### src/rtl/shift_serializer_pkg.sv
// Shared definitions for the parallel-in / serial-out shift serializer.
// Holds the FSM state encoding and the counter sizing helper.
package shift_serializer_pkg;

    typedef enum logic [1:0] {
        ST_IDLE  = 2'd0,
        ST_SHIFT = 2'd1,
        ST_DONE  = 2'd2
    } ser_state_t;

    // Smallest r with 2**r >= v; for v == 2 this gives 1.
    function automatic int unsigned clog2(input int unsigned v);
        int unsigned r;
        r = 0;
        for (int unsigned i = 0; i < 32; i++) begin
            if ((32'd1 << i) < v) begin
                r = i + 1;
            end
        end
        return r;
    endfunction

endpackage

### src/rtl/shift_bit_counter.sv
// Modulo-WIDTH bit index counter with clear, enable and terminal-count flag.
module shift_bit_counter
    import shift_serializer_pkg::*;
#(
    parameter int unsigned WIDTH = 8
) (
    input  logic                      clk,
    input  logic                      rst,
    input  logic                      clear,
    input  logic                      en,
    output logic [clog2(WIDTH)-1:0]   count,
    output logic                      last
);

    localparam int unsigned CW = clog2(WIDTH);

    assign last = (count == CW'(WIDTH - 1));

    // Wrap at the terminal count so values >= WIDTH never appear.
    always_ff @(posedge clk) begin
        if (rst || clear) begin
            count <= '0;
        end else if (en) begin
            count <= last ? '0 : count + CW'(1);
        end
    end

endmodule

### src/rtl/shift_serializer.sv
// Parallel-in, serial-out shift register with valid/ready load, shift-enable
// stepping and a one-cycle done pulse after the last bit.
module shift_serializer
    import shift_serializer_pkg::*;
#(
    parameter int unsigned WIDTH      = 8,
    parameter bit          MSB_FIRST  = 1'b0,
    parameter bit          IDLE_LEVEL = 1'b0
) (
    input  logic                      _clock,
    input  logic                      _reset,
    input  logic                      _load_valid,
    input  logic [WIDTH-1:0]          _D,
    output logic                      _load_ready,
    input  logic                      _shift_en,
    output logic                      _serial,
    output logic                      _busy,
    output logic                      _done,
    output logic [clog2(WIDTH)-1:0]   _count,
    output logic                      _return
);

    ser_state_t       state;
    logic [WIDTH-1:0] sr;
    logic             load_ok;
    logic             shift_ok;
    logic             last_bit;

    assign _load_ready = (state != ST_SHIFT);
    assign load_ok     = _load_valid && _load_ready;
    assign shift_ok    = (state == ST_SHIFT) && _shift_en;

    shift_bit_counter #(
        .WIDTH (WIDTH)
    ) u_counter (
        .clk   (_clock),
        .rst   (_reset),
        .clear (load_ok),
        .en    (shift_ok),
        .count (_count),
        .last  (last_bit)
    );

    // State and shift register; the outgoing bit always sits at one end of sr.
    always_ff @(posedge _clock) begin
        if (_reset) begin
            state <= ST_IDLE;
            sr    <= '0;
        end else begin
            case (state)
                ST_IDLE: begin
                    if (load_ok) begin
                        sr    <= _D;
                        state <= ST_SHIFT;
                    end
                end
                ST_SHIFT: begin
                    if (_shift_en) begin
                        sr <= MSB_FIRST ? {sr[WIDTH-2:0], 1'b0} : {1'b0, sr[WIDTH-1:1]};
                        if (last_bit) begin
                            state <= ST_DONE;
                        end
                    end
                end
                ST_DONE: begin
                    if (load_ok) begin
                        sr    <= _D;
                        state <= ST_SHIFT;
                    end else begin
                        state <= ST_IDLE;
                    end
                end
                default: begin
                    state <= ST_IDLE;
                end
            endcase
        end
    end

    assign _busy   = (state == ST_SHIFT);
    assign _done   = (state == ST_DONE);
    assign _serial = (state == ST_SHIFT) ? (MSB_FIRST ? sr[WIDTH-1] : sr[0]) : IDLE_LEVEL;
    assign _return = _serial;

endmodule

### config.mk
export PLATFORM = sky130hd
export DESIGN_NAME = shift_serializer
export DESIGN_NICKNAME = d
export VERILOG_FILES = /design/src/rtl/shift_serializer_pkg.sv /design/src/rtl/shift_bit_counter.sv /design/src/rtl/shift_serializer.sv
export SDC_FILE = /design/constraint.sdc
export NUM_CORES = 1
export LEC_CHECK = 0
export CORE_UTILIZATION = 43
export CTS_CLUSTER_DIAMETER = 100
export DETAILED_ROUTE_END_ITERATION = 12
export GPL_TIMING_DRIVEN = 0
export PLACE_DENSITY = 0.75
export SYNTH_ARGS = -nofsm -noshare
export SYNTH_HDL_FRONTEND = slang
export SYNTH_SLANG_ARGS = --single-unit
### constraint.sdc
create_clock -name _clock -period 1.5 [get_ports _clock]
set_clock_uncertainty 0.15 [all_clocks]
set_input_delay 0.15 -clock _clock [delete_from_list [all_inputs] [get_ports _clock]]
set_output_delay 0.15 -clock _clock [all_outputs]
set_load 0.01 [all_outputs]
======== Word-level counts from Yosys, hierarchy flattened ========
Cells that the tools add are included.
cells by class
  equal/unequal tests ..................... 8
  reductions and logical operators ........ 8
  $add $sub $neg .......................... 1
  muxes and demuxes ....................... 10
operators by type and width
  cell                                                              number
  8-bit 2-to-1 mux                                                  2
  8-bit one-hot mux with 2 select lines                             1
  2-bit by 1-bit != test with 1-bit output (second input constant)  4
  2-bit 2-to-1 mux                                                  3
  2-bit one-hot mux with 3 select lines                             1
  3-bit AND reduction                                               2
  3-bit by 1-bit adder with 3-bit output (second input constant)    1
  3-bit == test (second input constant)                             1
  3-bit 2-to-1 mux                                                  1
  2-bit by 1-bit == test with 1-bit output (second input constant)  1
  2-bit == test (second input constant)                             1
  1-bit logical AND                                                 2
  2-bit zero test                                                   1
  1-bit 2-to-1 mux                                                  2
  2-bit != test (second input constant)                             1
  2-bit nonzero test                                                1
  2-bit OR reduction                                                1
  1-bit logical OR                                                  1
storage, ports and cells
  bits in registers ....................... 13

======== Depth between registers and ports, before layout ========
  depth in word-level cells ............... 4
  mapped depth ............................ 5

======== Hierarchy ========
Synthesis repeated with hierarchy kept, for this count alone.
second synthesis, totals
  cell total of the unflattened synthesis .. 64
  area total of the unflattened synthesis .. 671.9 µm²
by module, submodules not included
  module             instances  cells each  area an instance (µm²)
  shift_serializer   1          52          529.3
  shift_bit_counter  1          12          142.6

======== Least setup slack after synthesis ========
Ideal clock, no wire load.
  path type ............................... flip-flop to flip-flop
  start ................................... reg u_counter.count[0]
  end ..................................... reg u_counter.count[0]
  setup slack ............................. 100 ps
  data arrival time ....................... 1,179 ps
  cell stages (with the launch flop) ...... 5
  buffers on the path ..................... 0
  cell sequence ........................... dfxtp_1 > ha_1 > ha_1 > or3_1 > a21oi_1
on the way
  longest elaborated chain between the ends .. 2
  elaborated cells on any way between the ends .. 3
  classes of those cells .................. 1 x add/sub; 1 x eq/ne; 1 x mux
ends and longest elaborated chain
  what                                                                     line                                              RTL
  start: declaration                                                       shift_bit_counter.sv:11                           output logic [clog2(WIDTH)-1:0] count,
  start signal: assignment                                                 shift_bit_counter.sv:24                           count <= last ? '0 : count + CW'(1);
  3-bit by 1-bit adder with 3-bit output or 3-bit == test (tied branches)  shift_bit_counter.sv:24, shift_bit_counter.sv:17
  3-bit 2-to-1 mux *                                                       shift_bit_counter.sv:24
Every way passes the cells marked *; elsewhere a longest branch is shown, timed or not.
A chain may end at the register's enable or synchronous reset.

======== Worst setup path in the final report ========
  start ................................... reg state[1]
  end ..................................... out _serial
on the way
  longest elaborated chain between the ends .. 2
ends and longest elaborated chain
  what                                      line                    RTL
  start: declaration                        shift_serializer.sv:23  ser_state_t state;
  start signal: assignment                  shift_serializer.sv:47  state <= ST_IDLE;
  start signal: assignment                  shift_serializer.sv:54  state <= ST_SHIFT;
  start signal: assignment                  shift_serializer.sv:61  state <= ST_DONE;
  2-bit by 1-bit == test with 1-bit output  shift_serializer.sv:82  assign _serial = (state == ST_SHIFT) ? (MSB_FIRST ? sr[WIDTH-1] : sr[0]) : IDLE_LEVEL;
  1-bit 2-to-1 mux                          shift_serializer.sv:82
  end: declaration                          shift_serializer.sv:16  output logic _serial,
No other way between the ends.

==> results.py <==
metrics = {
    "cts": {
        "clk_path_buf_depth": 2,
        "clk_latency_ps": 270,
        "cts.htree.levels": 1,
        "clk_pin_slew_worst_paths_ps": 80,
        "ctsHoldBuffers": 0,
        "cts.sinks": 13,
        "cts_tree": "built",
        "cts_root_buf": "clkbuf_4",
        "cts_buffers": 3,
    },
    "floorplan": {
        "pin_count": 20,
        "dieArea_um2": 1640,
        "die_w_um": 40.5,
        "die_h_um": 40.5,
        "start_util_pct": 47.8,
        "row_count": 13,
        "coreArea_um2": 1330,
    },
    "sta": {
        "setup_viol": 0,
        "finalHoldViolCount": 0,
        "worst_pin_slew_ps": 433,
        "hold_slack_ps": 301,
        "slew_viol_final": 0,
        "fin_crit_ps": 1450,
        "post-route-period-util_pct": 96.4,
        "relSlewSlack_pct": 71.2,
        "rsz0062_at_grt": "false",
        "fmax_ghz": 0.691,
        "worst_slack_ps": 53.6,
    },
    "critical_path": {
        "path_cells": "nor2b_4 -> and2_4 -> buf_4 -> buf_6",
        "critical_path_class": "register to output pin",
        "cpMaxStageDelayCell": "dfxtp_1",
        "cpPeakStageDelay_ps": 420,
        "cp-end-kind": "output pin",
        "cp.arrival_ps": 1150,
        "start_kind": "register",
        "reg2reg_depth": 4,
        "cp.required_ps": 1200,
        "worstPathMaxFanout": 4,
    },
    "finish": {
        "final_cell_mix": "11 x clkdlybuf4s50_1, 11 x dfxtp_1",
        "syn_to_final_growth_pct": 45.5,
        "instances_no_fill": 111,
        "nets": 111,
        "n_antenna_cell": 0,
        "drive_gt1_share_pct": 24.0,
        "fin_area_um2": 928,
        "final_core_util_pct": 69.6,
    },
    "drt": {
        "drt_iter0_markers": 9,
        "vias_per_cell": 5.20,
        "vias": 577,
        "ant_nets": 0,
        "routed_wl_um": 1470,
        "drc": 0,
        "wl_per_cell_um": 13.3,
        "drt-pass1-iter-count": 2,
    },
    "synthesis": {
        "syn_inst": 68,
        "synth_nets": 82,
        "ys_ff_latch": 13,
        "syn_area_um2": 638,
        "seq_area_frac_synth_pct": 40.8,
        "syn_avg_cell_area_um2": 9.38,
        "yosysWarningCount": 0,
        "ys_types": 24,
    },
    "place": {
        "post-place-ws_ps": -398,
        "place_inst": 102,
        "numPortBuffers": 19,
        "finalWeightedCongestion": 0.672,
        "placed_area_um2": 847,
    },
    "grt": {
        "gr-total-overflow": 0,
        "grt_max_degree": 13,
        "antenna_found_initial": 0,
        "gr-usage-all-layers_pct": 22.6,
        "grt_pass1_wl_um": 2300,
        "grt_pass1_vias": 535,
    },
    "power": {
        "ir_worst_vdd_uv": 660,
        "leakage_nw": 0.435,
        "p_per_area_nw_per_um2": 847,
    },
    "flow_run": {
        "drv_cap": 0,
    },
    "outcome": {
        "status": "finished, final reports clean",
    },
    "worst_hold_path": {
        "min_path_cells": 3,
        "worstHoldPathType": "primary input to register",
    },
}
[cell usage after synthesis, drive strengths merged]
library cell   n  area, µm²
and3b          1       8.76
buf            3       23.8
nor3b          1       7.51
nand3b         1       20.0
nor3           7       35.0
ha             2       25.0
a211oi         7       52.6
nor2           1       3.75
o211ai         3       22.5
mux2i          7       70.1
clkbuf         3       12.5
dfxtp         13        260
a21oi          5       25.0
and2b          2       15.0
nand2b         1       6.26
inv            2       7.51
nand2          5       18.8
and2           1       6.26
nand3          1       5.00
or3            1       6.26
nor2b          1       6.26
[flip-flops by register name (all words and copies together) (netlist names)]
signal           flops
u_counter.count      3
state                2
sr                   8
[per-layer routing]
metal	up-vias	track usage, %	share of wire [%]
li1	306	-	-
met1	257	23.2	44
met2	12	41.3	53
met3	2	5.00	2.8
met4	0	12.5	0.54
met5	-	0	0
[area by class of cell]
class | count | area (µm²)
Multi-Input combinational cell | 47 | 347
Timing Repair Buffer | 26 | 245
Clock buffer | 4 | 26.3
Fill cell | 123 | 405
Buffer | 4 | 21.3
Inverter | 2 | 7.51
Tap cell | 15 | 18.8
Sequential cell | 13 | 263
[cell families (layout without fill, tap and decap cells)]
family	Yosys count	after routing	share of synthesized area [%]
simple gates	23	23	21.8
compound gates	15	15	15.7
buf+inv	8	36	6.86
fa+ha+maj	2	2	3.92
mux	7	7	11.0
flops	13	13	40.8
[repair_timing]
item                                   CTS  global route
setup endpoints to repair                6            11
gates resized for setup                 23             9
buffers inserted                         4             3
endpoints found under the hold margin    0             0
[path summary, 6_finish.rpt]
path / startpoint / end / slack [ps]
setup / recovery: state[1] / _serial / 50
hold / removal: _D[7] / sr[7] / 300
setup reg to reg: u_counter.count[0] / u_counter.count[0] / 60
hold reg to reg: sr[7] / sr[7] / 330
[where the power goes]
| group | switching, mW | internal [mW] | leakage [nW] |
|---|---|---|---|
| logic | 0.0807 | 0.105 | 0.312 |
| registers | 0.0151 | 0.371 | 0.108 |
| clock network | 0.111 | 0.103 | 0.0150 |
[stage by stage]
step / power, mW / setup TNS, ps
global route: 0.831 / 0
global placement: 0.554 / -1480
detailed placement: 0.557 / -1790
floorplan: 0.488 / 0
finish: 0.786 / 0
CTS: 0.781 / -123
[critical path, delay by kind of cell, from the launching register on]
kind / cells / cell delay [ps]
buffers and inverters: 2 / 240
flip-flops: 1 / 420
AND/OR/NAND/NOR: 2 / 230
(Power assumes the default switching activity.)
